## src/rtl/sub_32bit_seq.sv

```systemverilog
// Digit-serial 32-bit subtractor: A - B is formed DIGIT_W bits per clock as A + ~B + 1.
// Borrow-out and two's-complement overflow are published together with the difference.
module sub_32bit_seq #(
    parameter int DIGIT_W = 4
) (
    input  logic        clk,
    input  logic        rst,
    input  logic        start,
    input  logic [32:1] A,
    input  logic [32:1] B,
    output logic [32:1] D,
    output logic        B32,
    output logic        V,
    output logic        busy,
    output logic        done
);

    localparam int N     = 32 / DIGIT_W;
    localparam int CNT_W = (N > 1) ? $clog2(N) : 1;
    localparam logic [CNT_W-1:0] CNT_LAST = CNT_W'(N - 1);
    localparam logic [CNT_W-1:0] CNT_ONE  = CNT_W'(1);
    localparam logic [CNT_W-1:0] CNT_ZERO = CNT_W'(0);

    typedef enum logic [1:0] {
        S_IDLE = 2'd0,
        S_RUN  = 2'd1,
        S_DONE = 2'd2
    } state_t;

    state_t             state_r;
    state_t             state_next_s;
    logic [32:1]        a_r;
    logic [32:1]        b_r;
    logic [32:1]        work_r;
    logic [CNT_W-1:0]   cnt_r;
    logic               carry_r;
    logic [32:1]        d_r;
    logic               b32_r;
    logic               v_r;
    logic               busy_r;
    logic               done_r;

    logic [5:0]         base_s;
    logic [DIGIT_W-1:0] a_dig_s;
    logic [DIGIT_W-1:0] b_dig_s;
    logic [DIGIT_W:0]   sum_s;
    logic [32:1]        work_next_s;
    logic               last_s;
    logic               v_s;

    // Digit adder: the working register with the current digit merged in is what D loads on the last digit.
    always_comb begin
        base_s      = 6'(cnt_r) * 6'(DIGIT_W);
        a_dig_s     = a_r[base_s + 6'd1 +: DIGIT_W];
        b_dig_s     = b_r[base_s + 6'd1 +: DIGIT_W];
        sum_s       = {1'b0, a_dig_s} + {1'b0, ~b_dig_s} + (DIGIT_W + 1)'(carry_r);
        work_next_s = work_r;
        work_next_s[base_s + 6'd1 +: DIGIT_W] = sum_s[DIGIT_W-1:0];
        last_s      = (cnt_r == CNT_LAST);
        v_s         = (a_r[32] != b_r[32]) & (work_next_s[32] != a_r[32]);
    end

    // Next-state logic for IDLE -> RUN (N digits) -> DONE -> IDLE.
    always_comb begin
        state_next_s = state_r;
        case (state_r)
            S_IDLE: begin
                if (start) begin
                    state_next_s = S_RUN;
                end else begin
                    state_next_s = S_IDLE;
                end
            end
            S_RUN: begin
                if (last_s) begin
                    state_next_s = S_DONE;
                end else begin
                    state_next_s = S_RUN;
                end
            end
            S_DONE:  state_next_s = S_IDLE;
            default: state_next_s = S_IDLE;
        endcase
    end

    // State register with status flags registered from the next state.
    always_ff @(posedge clk or posedge rst) begin
        if (rst) begin
            state_r <= S_IDLE;
            busy_r  <= 1'b0;
            done_r  <= 1'b0;
        end else begin
            state_r <= state_next_s;
            busy_r  <= (state_next_s == S_RUN);
            done_r  <= (state_next_s == S_DONE);
        end
    end

    // Operand capture, digit iteration and result publication.
    always_ff @(posedge clk or posedge rst) begin
        if (rst) begin
            a_r     <= 32'd0;
            b_r     <= 32'd0;
            work_r  <= 32'd0;
            cnt_r   <= CNT_ZERO;
            carry_r <= 1'b1;
            d_r     <= 32'd0;
            b32_r   <= 1'b0;
            v_r     <= 1'b0;
        end else begin
            case (state_r)
                S_IDLE: begin
                    if (start) begin
                        a_r     <= A;
                        b_r     <= B;
                        work_r  <= 32'd0;
                        cnt_r   <= CNT_ZERO;
                        carry_r <= 1'b1;
                    end
                end
                S_RUN: begin
                    work_r  <= work_next_s;
                    carry_r <= sum_s[DIGIT_W];
                    if (last_s) begin
                        // Results change only here, so D never shows a partial difference.
                        cnt_r <= CNT_ZERO;
                        d_r   <= work_next_s;
                        b32_r <= ~sum_s[DIGIT_W];
                        v_r   <= v_s;
                    end else begin
                        cnt_r <= cnt_r + CNT_ONE;
                    end
                end
                S_DONE: begin
                    cnt_r <= CNT_ZERO;
                end
                default: begin
                    cnt_r <= CNT_ZERO;
                end
            endcase
        end
    end

    assign D    = d_r;
    assign B32  = b32_r;
    assign V    = v_r;
    assign busy = busy_r;
    assign done = done_r;

endmodule
```

## config.mk

```make
export PLATFORM = sky130hd
export DESIGN_NAME = sub_32bit_seq
export DESIGN_NICKNAME = d
export VERILOG_FILES = /design/src/rtl/sub_32bit_seq.sv
export SDC_FILE = /design/constraint.sdc
export NUM_CORES = 1
export LEC_CHECK = 0
export CAP_MARGIN = 20
export CELL_PAD_IN_SITES_DETAIL_PLACEMENT = 0
export CELL_PAD_IN_SITES_GLOBAL_PLACEMENT = 1
export CORE_MARGIN = 10
export CORE_UTILIZATION = 42
export CTS_CLUSTER_SIZE = 14
export DETAILED_ROUTE_END_ITERATION = 6
export PLACE_DENSITY_LB_ADDON = 0.2
export SYNTH_ARGS = -nofsm -noshare
export SYNTH_HDL_FRONTEND = slang
export SYNTH_SLANG_ARGS = --single-unit
```

## constraint.sdc

```tcl
create_clock -name clk -period 4.5 [get_ports clk]
set_input_delay 0.45 -clock clk [delete_from_list [all_inputs] [get_ports clk]]
set_output_delay 0.45 -clock clk [all_outputs]
set_load 0.02 [all_outputs]
```

# [Word level (Yosys, flattened, before mapping)]
# Cells that the tools add are included.
[classes] muxes=11 addsub=5 n_shift=4 n_reduce_logical=5 eq_ne=7 n_bitwise=3
[ops] op="$shiftx A33 B7 Y4" count=2
[ops] op="$pmux W32 S2" count=1
[ops] op="$shift A4 B8 Y33 const A" count=1
[ops] op="$shiftx A4 B8 Y33" count=1
[ops] op="$bwmux W32" count=1
[ops] op="$mux W32" count=1
[ops] op="$neg A6 Y8" count=1
[ops] op="$add A5 B1 Y6 const B" count=1
[ops] op="$mux W3" count=2
[ops] op="$pmux W3 S2" count=1
[ops] op="$reduce_and A2 Y1" count=3
[ops] op="$add A4 B4 Y5" count=1
[ops] op="$add A5 B1 Y5" count=1
[ops] op="$eq A2 B1 Y1 const B" count=2
[ops] op="$not A4 Y4" count=1
[ops] op="$pmux W2 S2" count=1
[ops] op="$add A3 B1 Y3 const B" count=1
[ops] op="$eq A3 B3 Y1 const B" count=1
[ops] op="$eq A2 B2 Y1 const B" count=1
[ops] op="$logic_not A2 Y1" count=1
[ops] op="$mux W1" count=2
[ops] op="$mux W2" count=1
[ops] op="$ne A1 B1 Y1" count=2
[ops] op="$ne A2 B2 Y1 const B" count=1
[ops] op="other kinds (4)" count=4
[word_totals] regBits=138 wordCells=46 inputBits=67 output_inout_bits=36

# [Longest topological paths before layout]
[logic_depth] depth_word=9 ltp_mapped=12 depth_no_buf=10

# [Worst setup path after synthesis]
# OpenSTA, ideal clock, no wires.
[synth_path] path_type="reg-to-reg" start="register cnt_r[0]" end="register d_r (netlist bit D[14])" arrival_time_ns=2.801 path_slack_ns=1.565 setup_time_ns=0.134 path_stages_with_launch=12 n_path_buf=3 synth_period_minus_slack_ns=2.935 required_ns=4.366 path_cell_list="dfrtp_1 > buf_6 > buf_6 > mux4_2 > nand2_1 > nand2_1 > fa_1 > fa_1 > clkbuf_1 > nor3_1 > a21oi_1 > o21ai_0"
[synth_between] elab_chain_cells=7 word_cells_on_any_way=12 cone_classes="add/sub (4); eq/ne (1); shift (4); mux (1); bitwise (1); reduce/logical (1)"
[synth_lines] element="start, declared" line_no="35" source="logic [CNT_W-1:0] cnt_r;"
[synth_lines] element="start signal, assigned" line_no="131" source="cnt_r <= cnt_r + CNT_ONE;"
[synth_lines] element="$add A5 B1 Y6" line_no="54, 55, 58"
[synth_lines] element="$shiftx A33 B7 Y4" line_no="55" source="b_dig_s = b_r[base_s + 6'd1 +: DIGIT_W];"
[synth_lines] element="$not A4 Y4" line_no="56" source="sum_s = {1'b0, a_dig_s} + {1'b0, ~b_dig_s} + (DIGIT_W + 1)'(carry_r);"
[synth_lines] element="$add A4 B4 Y5" line_no="56"
[synth_lines] element="$add A5 B1 Y5" line_no="56"
[synth_lines] element="$shiftx A4 B8 Y33" line_no="58" source="work_next_s[base_s + 6'd1 +: DIGIT_W] = sum_s[DIGIT_W-1:0];"
[synth_lines] element="$bwmux W32" line_no="58"
[synth_lines] element="end signal, assigned" line_no="127" source="d_r <= work_next_s;"
[synth_lines] element="end, declared" line_no="37" source="logic [32:1] d_r;"
# Parallel ways exist; a longest one is shown, timed or not.
# A chain may end at the register's enable or synchronous reset.

# [Worst setup path in the final report]
[layout_path] start="register cnt_r[0]" end="register d_r (netlist bit D[11])"
# The elaborated chain is that of the path after synthesis.

==> results <==
- Setup repair after global routing left no endpoint under its margin.
- The die covers a little under 20000 sq um.
- In the post-route analysis, the smallest setup slack over all paths is 1.173 ns.
- The largest area contributor in the netlist is sky130_fd_sc_hd__dfrtp_1.
- At the end of the flow the core is filled with cells to 0.5506.
- For the final routed database, the setup TNS stands at 0 ns.
- Of all flip-flops after synthesis, the portion carrying an async set or reset was 1.000.
- Clock latency on the worst-skew pair, taken at its later pin, is 0.42 ns.
- Of the post-synthesis cell area, the dominant cell type holds 0.5414.
- Synthesis handed over a netlist of 534 instances.
- In the routed layout, each cell is associated on average with a via count of 5.294.
- The number of remaining DRC errors is 0.
- For this run, the leading register cell type out of synthesis is sky130_fd_sc_hd__dfrtp_1.
- Dividing the detail-routed wire length by the instance count gives 18.05 um.
- After clock tree synthesis, the clock-pin slew on the worst setup and hold paths is 0.06 ns.
- For this run, the top clock speed supported by timing is about 300 MHz.
- The cell area that synthesis handed to floorplanning was around 6100 sq um.
- The root buffer cell is sky130_fd_sc_hd__clkbuf_16.
- The peak fanout along the critical path is 16.
- During synthesis, Yosys emitted a total of 0 warnings.
- By area the synthesized netlist is led by sky130_fd_sc_hd__dfrtp_1 (54%), sky130_fd_sc_hd__mux2_2 (12%), sky130_fd_sc_hd__mux4_2 (5.9%).
- The initial core utilization is 0.4262.
- The number of antenna repair diodes is 0.
- The actual transition at the worst max-transition pin is about 0.83 ns.
- Counting flops with a built-in enable in the synthesized netlist gives 0.
- The worst max-slew margin expressed relative to the limit is 0.4474.
- The number of register bits inferred by synthesis is around 130.
- The number of antenna violations at the first check in global routing was 0.
- The maximum root-to-sink buffer count is 2.
- The HPWL after detailed placement is between 10000 and 15000 um.
- The startpoint type of the worst setup path is a flop.
- The CTS H-tree depth is 4.
- At the placement stage, the worst setup path has a slack of around 1.2 ns.
- Setup violations remaining at the end of the flow were counted as 0.
- The total count of max-transition violations in the final report is 0.
- The number of global-route vias before repair is roughly 4800.
- The number of top-level pins is slightly above 100.
- After clock tree synthesis, the setup repair step added 0 buffers.
- The count of final hold-check violations is 0.
- Max-cap violations in this run came to 0.
- The flow ran to the end, and the final reports show no timing, DRC or antenna violations.
- Of the synthesized area, sequential elements account for 0.5457.
- For this block, the routed nets add up to roughly 15000 um of wire.
- By startpoint and endpoint, the worst setup path is classified as flop to flop.
- STA classifies the critical path endpoint as a flop.
- The data arrival at the endpoint of the critical path is between 3 and 4 ns.
- The number of clock buffers inserted by TritonCTS is 17.
- In this run, distinct cell masters in the synthesized netlist total 38.
- The first-pass GRT wire length is between 20000 and 25000 um.
- The number of nets in the synthesized netlist is roughly 600.
- For this run, the number of standard cells in the final layout without fillers is approximately 840.
- The die is 141.0 um tall.
- Hold repair after CTS inserted 0 buffers.
- The violation count after the first detailed-route iteration is 236.
- Once detail routing completed, the nets flagged for antenna violations numbered 0.
- The instance count after placement with tap cells included is roughly 800.
- The total vias in the final route is roughly 4400.
- The classification of the worst-slack hold path is input pin to asynchronous set/reset pin.
- Power spread over the standard cell area amounts to between 800 and 900 nW/um^2.
- The area of the core is roughly 14000 sq um.
- The TritonCTS clock tree is built.
- The standard-cell row count is 44.
- The data required time of the critical path is just under 5 ns.
- Counting every sink on the clock net gives around 130.
- The most common cell in the synthesized netlist is sky130_fd_sc_hd__dfrtp_1.
- The total congestion overflow is 0.
- The mean post-synth cell area is 11.51 sq um.
- The congestion estimate from routability-driven global placement came to about 0.78.
- In this run, post-CTS repair resized a total of 0 instances.
- The worst setup skew after layout is ~0.0061 ns.
- Dividing the final minimum period by the clock period gives 0.7394.
- From synthesis to final layout, the design area changed by 29.19%.
- The commonest cells after synthesis are sky130_fd_sc_hd__dfrtp_1 (133), sky130_fd_sc_hd__nand2_1 (81), sky130_fd_sc_hd__mux2_2 (64), sky130_fd_sc_hd__o21ai_0 (55), sky130_fd_sc_hd__nor2_1 (35).
- The proportion of layout cells with a drive suffix above 1 is 0.1960.
- The leakage power of the design is 3.350 nW.
- After filler insertion, the fill cell instance count of the layout stands at between 1000 and 1500.
- The number of buffers added on ports is 102.
- The first-pass detailed-route iteration total is 4.
- In the global route stage, overall resource usage came out at 0.1576.
- The final net count is 718.
- IR analysis of the VDD net gives a maximum drop of around 0.00054 V.
- The final critical path time including I/O delays and setup is ~3.3 ns.
- The die is 141.0 um wide.
- Entering global routing, the biggest net connects approximately 110 pins.
stage by stage:
step | hold WS, ns | instance area [sq um] | power, mW
CTS | 0.4830 | 7914 | 7.165
global placement | 0.4623 | 7316 | 5.676
global route | 0.3196 | 7941 | 7.598
floorplan | 0.4498 | 6147 | 4.322
finish | 0.3242 | 7941 | 7.055
detailed placement | 0.4709 | 7316 | 5.750
path summary, 6_finish.rpt:
path / start / cells past startpoint / end / slack, ns
max: cnt_r[0] / 11 / D[11] / 1.17
max in group asynchronous: rst / 4 / a_r[14] / 3.08
max reg2reg: cnt_r[0] / 11 / D[11] / 1.17
min reg2reg: D[21] / 2 / D[21] / 0.48
min: rst / 2 / D[29] / 0.32
min in group clk: D[21] / 2 / D[21] / 0.48
critical path, cell delays in order (launching register included):
cell	delay, ns
sky130_fd_sc_hd__dfrtp_2	0.70
sky130_fd_sc_hd__buf_4	0.34
sky130_fd_sc_hd__mux4_2	0.53
sky130_fd_sc_hd__nand2_1	0.08
sky130_fd_sc_hd__and2_1	0.15
sky130_fd_sc_hd__inv_1	0.06
sky130_fd_sc_hd__fa_1	0.46
sky130_fd_sc_hd__xnor2_1	0.43
sky130_fd_sc_hd__nand2_1	0.15
sky130_fd_sc_hd__nor2_1	0.13
sky130_fd_sc_hd__a21oi_1	0.05
sky130_fd_sc_hd__o21ai_0	0.16
per-layer routing:
layer	track usage	vias to the layer above	part of all wire
li1	-	2093	-
met1	0.1924	2199	0.43
met2	0.2552	122	0.50
met3	0.05005	17	0.056
met4	0.05924	0	0.017
met5	0	-	0
power breakdown:
group	switching, mW	internal [mW]	total (mW)	leakage (nW)
Combinational	2.06	1.48	3.54	1.42
Clock	0.501	0.887	1.39	0.286
Sequential	0.360	1.76	2.13	1.65
Total	2.92	4.13	7.05	3.35
layout by cell type (no fill, tap or decap), drive strengths merged:
cell / instances
mux2i: 3
a21o: 7
xor2: 2
nor3b: 1
and2: 2
bufinv: 2
or3: 2
inv: 10
o22a: 1
nand2: 81
nor4: 4
clkbuf: 25
xnor2: 2
nor2b: 3
ha: 9
mux4: 16
clkinv: 2
fa: 2
a221oi: 6
nor3: 10
nand4: 5
clkdlybuf4s50: 102
and2b: 2
buf: 13
mux2: 64
nand4b: 1
o21ai: 55
nor2: 35
or2: 1
o31a: 1
nand2b: 6
a21oi: 28
dfrtp: 133
dfstp: 1
nand3b: 1
o2bb2ai: 1
nand3: 11
clkinvlp: 3
final cells by class:
| class | instances | area [sq um] | share of cell area |
|---|---|---|---|
| clock inverter | 7 | 92.59 | 0.01166 |
| multi-input combinational | 362 | 2576 | 0.3244 |
| inverter | 10 | 42.54 | 0.005357 |
| timing repair buffer | 115 | 1139 | 0.1434 |
| tap | 184 | 230.2 | 0.02899 |
| clock buffer | 25 | 505.5 | 0.06365 |
| sequential | 134 | 3356 | 0.4226 |
state kept, by name, summed over array words and instances (netlist names):
signal and count:
D 32, a_r 32, b_r 32, work_r 28, cnt_r 3, state_r 2, B32 1, V 1
busy 1, carry_r 1, done 1
logic make-up (layout without fill, tap and decap cells):
group / count (synthesis) / count (layout) / share of synthesized area
xor+xnor: 4 / 4 / 0.005700
fa+ha+maj: 11 / 11 / 0.02483
simple gates: 165 / 165 / 0.1176
buf+inv: 38 / 157 / 0.03643
flops: 134 / 134 / 0.5457
compound gates: 99 / 99 / 0.08895
mux: 83 / 83 / 0.1807
Power figures use the tool's default switching activity.
